[src/rtl/pd_up_lte_pkg.sv]
// pd_up_lte_pkg: shared constants, configuration types and state enum for the
// LTE transmit framing generator (pd_up_lte_inf).
package pd_up_lte_pkg;

    localparam int unsigned N_SYMB    = 14;
    localparam int unsigned N_SF      = 10;
    localparam logic [3:0]  SYMB_LAST = 4'(N_SYMB - 1);
    localparam logic [3:0]  SF_LAST   = 4'(N_SF - 1);

    typedef enum logic {
        IDLE = 1'b0,
        RUN  = 1'b1
    } state_t;

    // Raw per-bandwidth constants selected by i_sel.
    typedef struct packed {
        logic [4:0]  xant_max;
        logic [11:0] fft;
        logic [11:0] lcp;
        logic [11:0] scp;
    } sel_const_t;

    // Derived configuration used by the counters and decoders.
    typedef struct packed {
        logic [4:0]  xant_max;
        logic [11:0] llen_m1;
        logic [11:0] slen_m1;
        logic [11:0] lcp;
        logic [11:0] scp;
    } cfg_t;

    function automatic sel_const_t sel_const(input logic [1:0] sel);
        sel_const_t c;
        case (sel)
            2'd0:    c = '{xant_max: 5'd31, fft: 12'd512,  lcp: 12'd40,  scp: 12'd36};
            2'd1:    c = '{xant_max: 5'd15, fft: 12'd1024, lcp: 12'd80,  scp: 12'd72};
            2'd2:    c = '{xant_max: 5'd15, fft: 12'd1024, lcp: 12'd80,  scp: 12'd72};
            2'd3:    c = '{xant_max: 5'd7,  fft: 12'd2048, lcp: 12'd160, scp: 12'd144};
            default: c = '{xant_max: 5'd31, fft: 12'd512,  lcp: 12'd40,  scp: 12'd36};
        endcase
        return c;
    endfunction

    // Symbols 0 and 7 of a subframe carry the long cyclic prefix.
    function automatic logic is_long_symb(input logic [3:0] symb);
        return (symb == 4'd0) || (symb == 4'd7);
    endfunction

endpackage

[src/rtl/pd_up_lte_len_lut.sv]
// pd_up_lte_len_lut: registered configuration lookup. The register only
// updates on load_i, so its output is the latched configuration in force.
module pd_up_lte_len_lut
    import pd_up_lte_pkg::*;
(
    input  logic       clk_i,
    input  logic       rst_i,
    input  logic       load_i,
    input  logic [1:0] sel_i,
    output cfg_t       cfg_o
);

    localparam cfg_t RST_CFG = '{xant_max: 5'd31, llen_m1: 12'd551, slen_m1: 12'd547,
                                 lcp: 12'd40, scp: 12'd36};

    cfg_t       cfg_d;
    cfg_t       cfg_q;
    sel_const_t raw_s;

    // Derive symbol lengths (minus one) and CP lengths for the requested bandwidth.
    always_comb begin
        raw_s         = sel_const(sel_i);
        cfg_d.xant_max = raw_s.xant_max;
        cfg_d.llen_m1  = raw_s.fft + raw_s.lcp - 12'd1;
        cfg_d.slen_m1  = raw_s.fft + raw_s.scp - 12'd1;
        cfg_d.lcp      = raw_s.lcp;
        cfg_d.scp      = raw_s.scp;
    end

    // Hold the configuration, replacing it only at a latch point.
    always_ff @(posedge clk_i or posedge rst_i) begin
        if (rst_i) begin
            cfg_q <= RST_CFG;
        end else if (load_i) begin
            cfg_q <= cfg_d;
        end else begin
            cfg_q <= cfg_q;
        end
    end

    assign cfg_o = cfg_q;

endmodule

[src/rtl/pd_up_lte_inf.sv]
// pd_up_lte_inf: LTE transmit framing generator for the antenna-interleaved
// sample bus. Counts antenna slot / point / symbol / subframe, announces the
// current slot on registered outputs, requests symbols ahead of time.
// Optional feature macro: PD_UP_LTE_UFLOW_EN enables i_rdy sampling, o_mute
// and the sticky o_uflow flag; when undefined those outputs are tied to 0.
module pd_up_lte_inf
    import pd_up_lte_pkg::*;
#(
    parameter int unsigned REQ_LEAD = 64
) (
    input  logic       sys_clk,
    input  logic       sys_rst,
    input  logic [1:0] i_sel,
    input  logic       i_en,
    input  logic       i_sync,
    input  logic       i_rdy,
    output logic       o_fram,
    output logic       o_radio,
    output logic [4:0] o_ant,
    output logic [3:0] o_symb,
    output logic [3:0] o_sf,
    output logic       o_cp,
    output logic       o_req,
    output logic       o_mute,
    output logic       o_uflow
);

    localparam logic [11:0] LEAD_C = 12'(REQ_LEAD);

    state_t      state_q, state_d;
    logic [4:0]  ant_q,   ant_d;
    logic [11:0] point_q, point_d;
    logic [3:0]  symb_q,  symb_d;
    logic [3:0]  sf_q,    sf_d;

    cfg_t        cfg_s;
    logic        load_s;
    logic [11:0] cur_len_m1_s;
    logic [11:0] nxt_len_m1_s;
    logic [11:0] nxt_cp_s;
    logic        run_d_s;

    logic        fram_d, radio_d, cp_d, req_d;
    logic        fram_q, radio_q, cp_q, req_q;
    logic [4:0]  ant_out_q;
    logic [3:0]  symb_out_q, sf_out_q;

    // Latch a new configuration when starting up or entering symbol 0 point 0.
    assign load_s = (state_d == RUN) && (ant_d == 5'd0) && (point_d == 12'd0) && (symb_d == 4'd0);

    pd_up_lte_len_lut u_len_lut (
        .clk_i  (sys_clk),
        .rst_i  (sys_rst),
        .load_i (load_s),
        .sel_i  (i_sel),
        .cfg_o  (cfg_s)
    );

    assign cur_len_m1_s = is_long_symb(symb_q) ? cfg_s.llen_m1 : cfg_s.slen_m1;

    // State and counter register.
    always_ff @(posedge sys_clk or posedge sys_rst) begin
        if (sys_rst) begin
            state_q <= IDLE;
            ant_q   <= 5'd0;
            point_q <= 12'd0;
            symb_q  <= 4'd0;
            sf_q    <= 4'd0;
        end else begin
            state_q <= state_d;
            ant_q   <= ant_d;
            point_q <= point_d;
            symb_q  <= symb_d;
            sf_q    <= sf_d;
        end
    end

    // Next state and counter advance; disable beats realign, realign beats advance.
    always_comb begin
        state_d = state_q;
        ant_d   = ant_q;
        point_d = point_q;
        symb_d  = symb_q;
        sf_d    = sf_q;
        case (state_q)
            IDLE: begin
                ant_d   = 5'd0;
                point_d = 12'd0;
                symb_d  = 4'd0;
                sf_d    = 4'd0;
                if (i_en) begin
                    state_d = RUN;
                end else begin
                    state_d = IDLE;
                end
            end
            RUN: begin
                if (!i_en) begin
                    state_d = IDLE;
                    ant_d   = 5'd0;
                    point_d = 12'd0;
                    symb_d  = 4'd0;
                    sf_d    = 4'd0;
                end else if (i_sync) begin
                    ant_d   = 5'd0;
                    point_d = 12'd0;
                    symb_d  = 4'd0;
                    sf_d    = 4'd0;
                end else if (ant_q == cfg_s.xant_max) begin
                    ant_d = 5'd0;
                    if (point_q == cur_len_m1_s) begin
                        point_d = 12'd0;
                        if (symb_q == SYMB_LAST) begin
                            symb_d = 4'd0;
                            if (sf_q == SF_LAST) begin
                                sf_d = 4'd0;
                            end else begin
                                sf_d = sf_q + 4'd1;
                            end
                        end else begin
                            symb_d = symb_q + 4'd1;
                        end
                    end else begin
                        point_d = point_q + 12'd1;
                    end
                end else begin
                    ant_d = ant_q + 5'd1;
                end
            end
            default: begin
                state_d = IDLE;
                ant_d   = 5'd0;
                point_d = 12'd0;
                symb_d  = 4'd0;
                sf_d    = 4'd0;
            end
        endcase
    end

    // Decode the slot outputs from next state so they line up with the counters.
    // At a latch point point_d is 0, so the old configuration cannot mis-decode cp/req.
    always_comb begin
        run_d_s      = (state_d == RUN);
        nxt_len_m1_s = is_long_symb(symb_d) ? cfg_s.llen_m1 : cfg_s.slen_m1;
        nxt_cp_s     = is_long_symb(symb_d) ? cfg_s.lcp : cfg_s.scp;
        if (run_d_s) begin
            fram_d  = (ant_d == 5'd0) && (point_d == 12'd0) && (symb_d == 4'd0);
            radio_d = fram_d && (sf_d == 4'd0);
            cp_d    = (point_d < nxt_cp_s);
            req_d   = (ant_d == cfg_s.xant_max) && (point_d == (nxt_len_m1_s - LEAD_C));
        end else begin
            fram_d  = 1'b0;
            radio_d = 1'b0;
            cp_d    = 1'b0;
            req_d   = 1'b0;
        end
    end

    // Output register for the slot announcement.
    always_ff @(posedge sys_clk or posedge sys_rst) begin
        if (sys_rst) begin
            fram_q     <= 1'b0;
            radio_q    <= 1'b0;
            ant_out_q  <= 5'd0;
            symb_out_q <= 4'd0;
            sf_out_q   <= 4'd0;
            cp_q       <= 1'b0;
            req_q      <= 1'b0;
        end else begin
            fram_q     <= fram_d;
            radio_q    <= radio_d;
            ant_out_q  <= ant_d;
            symb_out_q <= symb_d;
            sf_out_q   <= sf_d;
            cp_q       <= cp_d;
            req_q      <= req_d;
        end
    end

    assign o_fram  = fram_q;
    assign o_radio = radio_q;
    assign o_ant   = ant_out_q;
    assign o_symb  = symb_out_q;
    assign o_sf    = sf_out_q;
    assign o_cp    = cp_q;
    assign o_req   = req_q;

`ifdef PD_UP_LTE_UFLOW_EN
    logic last_s;
    logic mute_d, mute_q;
    logic uflow_d, uflow_q;

    // Last cycle of the current symbol: i_rdy decides the fate of the next one.
    assign last_s = (state_q == RUN) && (ant_q == cfg_s.xant_max) && (point_q == cur_len_m1_s);

    // Mute follows the i_rdy sample for a whole symbol; underflow is sticky within a run.
    always_comb begin
        if (!run_d_s || (state_q == IDLE)) begin
            mute_d  = 1'b0;
            uflow_d = 1'b0;
        end else if (last_s) begin
            mute_d  = !i_rdy;
            uflow_d = uflow_q | !i_rdy;
        end else begin
            mute_d  = mute_q;
            uflow_d = uflow_q;
        end
    end

    // Mute / underflow register.
    always_ff @(posedge sys_clk or posedge sys_rst) begin
        if (sys_rst) begin
            mute_q  <= 1'b0;
            uflow_q <= 1'b0;
        end else begin
            mute_q  <= mute_d;
            uflow_q <= uflow_d;
        end
    end

    assign o_mute  = mute_q;
    assign o_uflow = uflow_q;
`else
    logic rdy_unused_s;
    assign rdy_unused_s = i_rdy;
    assign o_mute       = 1'b0;
    assign o_uflow      = 1'b0;
`endif

endmodule
[config.mk]
export PLATFORM = sky130hd
export DESIGN_NAME = pd_up_lte_inf
export DESIGN_NICKNAME = d
export VERILOG_FILES = /design/src/rtl/pd_up_lte_pkg.sv /design/src/rtl/pd_up_lte_len_lut.sv /design/src/rtl/pd_up_lte_inf.sv
export SDC_FILE = /design/constraint.sdc
export NUM_CORES = 1
export LEC_CHECK = 0
export ABC_CLOCK_PERIOD_IN_PS = 5100
export BUFFER_PORTS_ARGS = -buffer_cell sky130_fd_sc_hd__clkbuf_2
export CORE_AREA = 4 4 76 78
export CTS_CLUSTER_SIZE = 25
export DETAILED_ROUTE_END_ITERATION = 6
export DIE_AREA = 0 0 80 82
export GPL_TIMING_DRIVEN = 0
export HOLD_SLACK_MARGIN = 0.06
export PLACE_DENSITY = 0.7
export SYNTH_ARGS = -nofsm -noshare
export SYNTH_HDL_FRONTEND = slang
export SYNTH_SLANG_ARGS = --single-unit
[constraint.sdc]
create_clock -name sys_clk -period 5.1 [get_ports sys_clk]
set_clock_uncertainty 0.05 [all_clocks]
set_input_delay 0.255 -clock sys_clk [delete_from_list [all_inputs] [get_ports sys_clk]]
set_output_delay 0.255 -clock sys_clk [all_outputs]
set_load 0.05 [all_outputs]
======== Word level (Yosys, flattened, before mapping) ========
Index checks and enable logic that the tools add are counted.
cells by class
  add/subtract/negate cells ............... 9
  multiply operators ...................... 0
  div/mod/pow operators ................... 0
  $lt $le $gt $ge ......................... 1
  equal/unequal tests ..................... 11
  shifts and indexed selects .............. 0
  mux-type cells .......................... 31
  bitwise gates (word level) .............. 1
  reduce and logical (&&, ||, !) cells .... 16
operator list
  cell                                                                    number
  41-bit one-hot mux with 3 select lines                                  1
  12-bit two-way mux                                                      7
  4-bit two-way mux                                                       11
  12-bit adder                                                            2
  12-bit equality test                                                    2
  12-bit one-hot mux with 2 select lines                                  1
  12-bit by 1-bit subtractor with 12-bit output (second input constant)   2
  4-bit one-hot mux with 2 select lines                                   2
  5-bit two-way mux                                                       3
  12-bit by 1-bit adder with 12-bit output (second input constant)        1
  12-bit logical NOT                                                      1
  4-bit logical NOT                                                       3
  12-bit less-than comparator                                             1
  12-bit by 7-bit subtractor with 12-bit output (second input constant)   1
  5-bit equality test                                                     2
  5-bit one-hot mux with 2 select lines                                   1
  4-bit by 1-bit adder with 4-bit output (second input constant)          2
  4-bit by 3-bit equality test with 1-bit output (second input constant)  2
  4-bit equality test (second input constant)                             2
  1-bit logical AND                                                       7
  5-bit by 1-bit adder with 5-bit output (second input constant)          1
  5-bit logical NOT                                                       1
  1-bit two-way mux                                                       5
  2-bit equality test (second input constant)                             2
  5 further kinds                                                         6
word-level totals
  register bits ........................... 83
  bits in latches ......................... 0
  bits in writable memories ............... 0
  ROM bits ................................ 0
  output and inout bits ................... 19
  word-level logic and storage cells ...... 83
  memories kept ........................... 0

======== Logic depth before layout (Yosys ltp) ========
  depth after elaboration ................. 16
  mapped depth ............................ 15
  depth with buffers taken out ............ 14

======== By module ========
A second synthesis with hierarchy kept.
second synthesis, totals
  cells, all modules ...................... 436
  area, all modules ....................... 3721.1 um2
by module, submodules not included
  module             instances  cells an instance  area an instance (um2)  sequential area each (um2)
  pd_up_lte_inf      1          359                2977.9                  750.7
  pd_up_lte_len_lut  1          77                 743.2                   229.0

======== Worst setup path after synthesis ========
OpenSTA, ideal clock, no wires.
  path type ............................... flip-flop to flip-flop
  start ................................... register o_symb[0] (netlist name)
  end ..................................... register req_q (netlist: o_req)
  library setup time ...................... 0.111 ns
  arrival time ............................ 3.811 ns
  slack ................................... 1.128 ns
  cell stages (with the launch flop) ...... 15
  clock period less this slack ............ 3.972 ns
  path through ............................ dfrtp_1 -> buf_2 -> or4_4 -> a21oi_2 -> nor3_1 -> or3_4 -> o31ai_2 -> buf_2 -> nor2_1 -> ha_1 -> nor3b_1 -> nand3_1 -> nor4_1 -> o211ai_1 -> a2111oi_2
RTL lines
  element               line                  text
  to (signal assigned)  pd_up_lte_inf.sv:176  req_q <= req_d;
  to (decl)             pd_up_lte_inf.sv:44   logic fram_q, radio_q, cp_q, req_q;

==> out/qor.csv <==
stage,metric,value,unit
sta,layout_min_cycle_time,4380,ps
sta,tns,0,ps
synthesis,ys_seq_area_share,34.9,%
sta,setup_viol,0,
setup_path,start_kind,register,
clock_network,clk-insertion-delay-late,290,ps
clock_network,cts.sinks,38,
placement,dp.cells,407,
setup_path,r2r-start,u_len_lut.cfg_o[5],
die,die_y,82,microns
placement,io_buffer_count,22,
die,die_w,80,microns
setup_path,critPathCaptureType,register,
cells_and_area,regArea,955,sq um
worst_hold_path,hold_class,in -> async,
sta,clock.fmax,228,MHz
sta,slew_headroom,46.0,%
power,power,635,uW
cells_and_area,fillers,465,
setup_path,critPathKind,reg -> reg,
cells_and_area,area_delta_synth_final,11.1,%
synthesis,yosysUniqueCellTypes,64,
global_routing,grt-ovfl-total,0,
clock_network,htree_levels,2,
cells_and_area,stdcell_area,3040,sq um
clock_network,ctsRootBufferMaster,clkbuf_8,
cells_and_area,multi_input_area,1630,sq um
power,p_leak,1.30,nW
setup_path,crit_fanout,10,
cells_and_area,antenna_cells,0,
route,drt_iter0_drc,196,
route,ant_nets,0,
job,maxCapViolations,0,
route,dr.pass1.iters,4,
setup_path,worstPathRequired,5230,ps
synthesis,postSynthAreaPerCell,8.71,sq um
setup_path,reg2regPathDepth,14,
die,coreArea,5070,sq um
route,wirelength,6390,microns
clock_network,ctsLongestPathBuffers,2,
placement,post-place-ws,683,ps
global_routing,antenna_found_initial,0,
global_routing,grt_pass1_vias,2256,
power,p_per_area,209,nW/um^2
route,avgViaCountPerCell,5.74,
placement,place_area,2940,sq um
cells_and_area,final_nets,366,
cells_and_area,drive_above_1_share,16.2,%
synthesis,syn_area,2740,sq um
setup_path,worst_ep_arrival_time,4520,ps
die,rows,26,
cells_and_area,fin_cells,416,
setup_path,cp_slowest_cell,dfstp_2,
outcome,status,"finished, final reports clean",
clock_network,cts_tree,yes,
synthesis,synth.largest_area_cell,dfrtp_1,
sta,rsz0062_at_grt,no,
sta,worst_slew_pin_slew,810,ps
setup_path,r2r_slack,720,ps
sta,timing.final.crit_share,85.9,%
synthesis,synth_area_leaders,"dfrtp_1 32%, ha_1 6.4%, xnor2_1 4.5%, nor2_1 3.8%, xor2_1 3.8%",
global_routing,grt_max_degree,39,
clock_network,postCtsSetupBuffers,0,
synthesis,ys_dominant_reg_cell,dfrtp_1,
setup_path,max_stage_delay,520,ps
placement,place_congestion,0.834,
synthesis,synth-async-reset-ratio,100,%
synthesis,syn_inst,314,
global_routing,grt_pass1_wl,10800,microns
global_routing,grt_use_total,21.3,%
synthesis,ys_warn_count,0,
clock_network,cts_buffers,5,
die,io_pins,26,
synthesis,synth_edf_count,0,
route,drc_errors,0,
setup_path,r2r_end,o_req,
synthesis,synth.ff_latch_count,38,
sta,maxSlewViolCount,0,
clock_network,path_clk_slew,70,ps
die,start_util,53.9,%
route,vias,2388,
sta,fin_ws,717,ps
route,wl_per_cell,15.4,microns
die,fp.dieArea,6560,sq um
synthesis,netlist.area_leader.share,32.0,%
sta,hold_viol_final,0,
setup_path,crit_chain,clkbuf_1 -> and3_1 -> o22ai_1 -> a311o_1 -> or3_4 -> o31ai_2 -> buf_2 -> nor2_1 -> ha_1 -> nor3b_1 -> nand3_1 -> nor4_1 -> o211ai_1 -> a2111oi_2,
placement,dpl.hpwl,4860,microns
power,peakVddDrop,0.151,mV
## stage by stage
step	utilization [%]	hold WS (ps)
after global placement	57.9	347
after global routing	59.9	116
after detailed placement	57.9	348
after floorplan	-	236
final	59.9	53.0
after CTS	59.9	84.0
## worst max path at each step
| stage | from | endpoint |
|---|---|---|
| 6_report | u_len_lut.cfg_o[5] | o_req |
| 5_1_grt | u_len_lut.cfg_o[5] | o_req |
| 4_1_cts | u_len_lut.cfg_o[5] | o_req |
| 3_5_place_dp | u_len_lut.cfg_o[5] | o_req |
| 3_3_place_gp | u_len_lut.cfg_o[5] | o_req |
| 2_1_floorplan | o_symb[0] | o_req |
## synth_stat cells, types with 2 or more instances
library cell and instances:
buf_2 3, nor3_2 2, clkbuf_1 13, mux2i_1 3
nor3_1 15, o22ai_1 2, inv_1 17, nand4b_1 4
o21ai_0 11, and4_1 4, nor2b_1 2, and3_1 7
or4_4 2, nand3_1 12, xnor2_1 14, o221ai_1 2
dfrtp_1 35, or2_2 2, a21oi_1 17, xor2_1 12
and2_1 5, a21boi_0 2, ha_1 14, nand2_1 19
a311o_1 2, or4_1 3, nand4_1 4, o31ai_2 2
a211oi_1 4, or3_1 3, mux2_2 2, nor4_1 6
o211ai_1 2, o21ai_1 3, a31oi_1 4, dfstp_2 3
mux2_1 2, buf_4 2, nor2_1 28
## kinds of logic (layout without fill, tap and decap cells)
| kind of cell | Yosys count | count (layout) | share of synthesized area, % |
|---|---|---|---|
| other cells | 1 | 2 | 0.137 |
| simple gates | 129 | 129 | 26.6 |
| compound gates | 62 | 62 | 15.1 |
| buf+inv | 37 | 68 | 5.76 |
| mux | 7 | 7 | 2.74 |
| flops | 38 | 38 | 34.9 |
| xor+xnor | 26 | 26 | 8.32 |
| fa+ha+maj | 14 | 14 | 6.40 |
## flip-flops by register name, summed over array words and instances (netlist names)
register,cells
point_q,12
o_sf,4
u_len_lut.cfg_o,8
o_ant,5
state_q,1
o_req,1
o_radio,1
o_fram,1
o_symb,4
o_cp,1
## layout by cell type, fill, tap and decap left out, types with 3 or more instances in the layout
cell type	n
dfrtp_1	35
nor2_1	28
clkbuf_2	22
nand2_1	19
a21oi_1	17
inv_1	16
nor3_1	15
clkbuf_1	14
xnor2_1	14
ha_1	14
xor2_1	12
nand3_1	12
o21ai_0	11
and3_1	7
nor4_1	6
clkbuf_8	6
and2_1	5
nand4b_1	4
a211oi_1	4
and4_1	4
nand4_1	4
a31oi_1	4
buf_2	3
or3_1	3
or4_1	3
o21ai_1	3
mux2i_1	3
dfstp_2	3
## per-layer routing
metal	global-route usage, %	vias to the layer above	share of wire [%]
li1	-	1183	-
met1	30.5	1145	48
met2	33.3	52	46
met3	3.40	8	5.2
met4	6.25	0	1.6
met5	0	-	0
## cell type report
cell class,count,share of cell area [%]
Tap cell,70,2.88
Buffer,20,3.09
Timing Repair Buffer,23,3.95
Multi-Input combinational cell,240,53.6
Sequential cell,38,31.4
Inverter,17,2.10
Clock buffer,7,2.84
Clock inverter,1,0.165
## repair_timing
action | 4_1_cts | 5_1_grt
resized for setup | 0 | 0
hold endpoints to repair | 1 | 0
hold buffers | 1 | 0
setup endpoints to repair | 0 | 0
## where the power goes
group	switching, mW	internal (mW)	total [mW]
Combinational	0.0656	0.0350	0.101
Sequential	0.00661	0.312	0.319
Clock	0.106	0.109	0.216
## worst max-delay path, delay by kind of cell (launching register included)
kind	cells	cell delay (ps)
AO/OA/AOI/OAI	5	1350
flip-flops	1	520
adder cells (fa/ha/maj)	1	350
buffers and inverters	2	700
AND/OR/NAND/NOR	6	1300
Power figures use the tool's default switching activity.
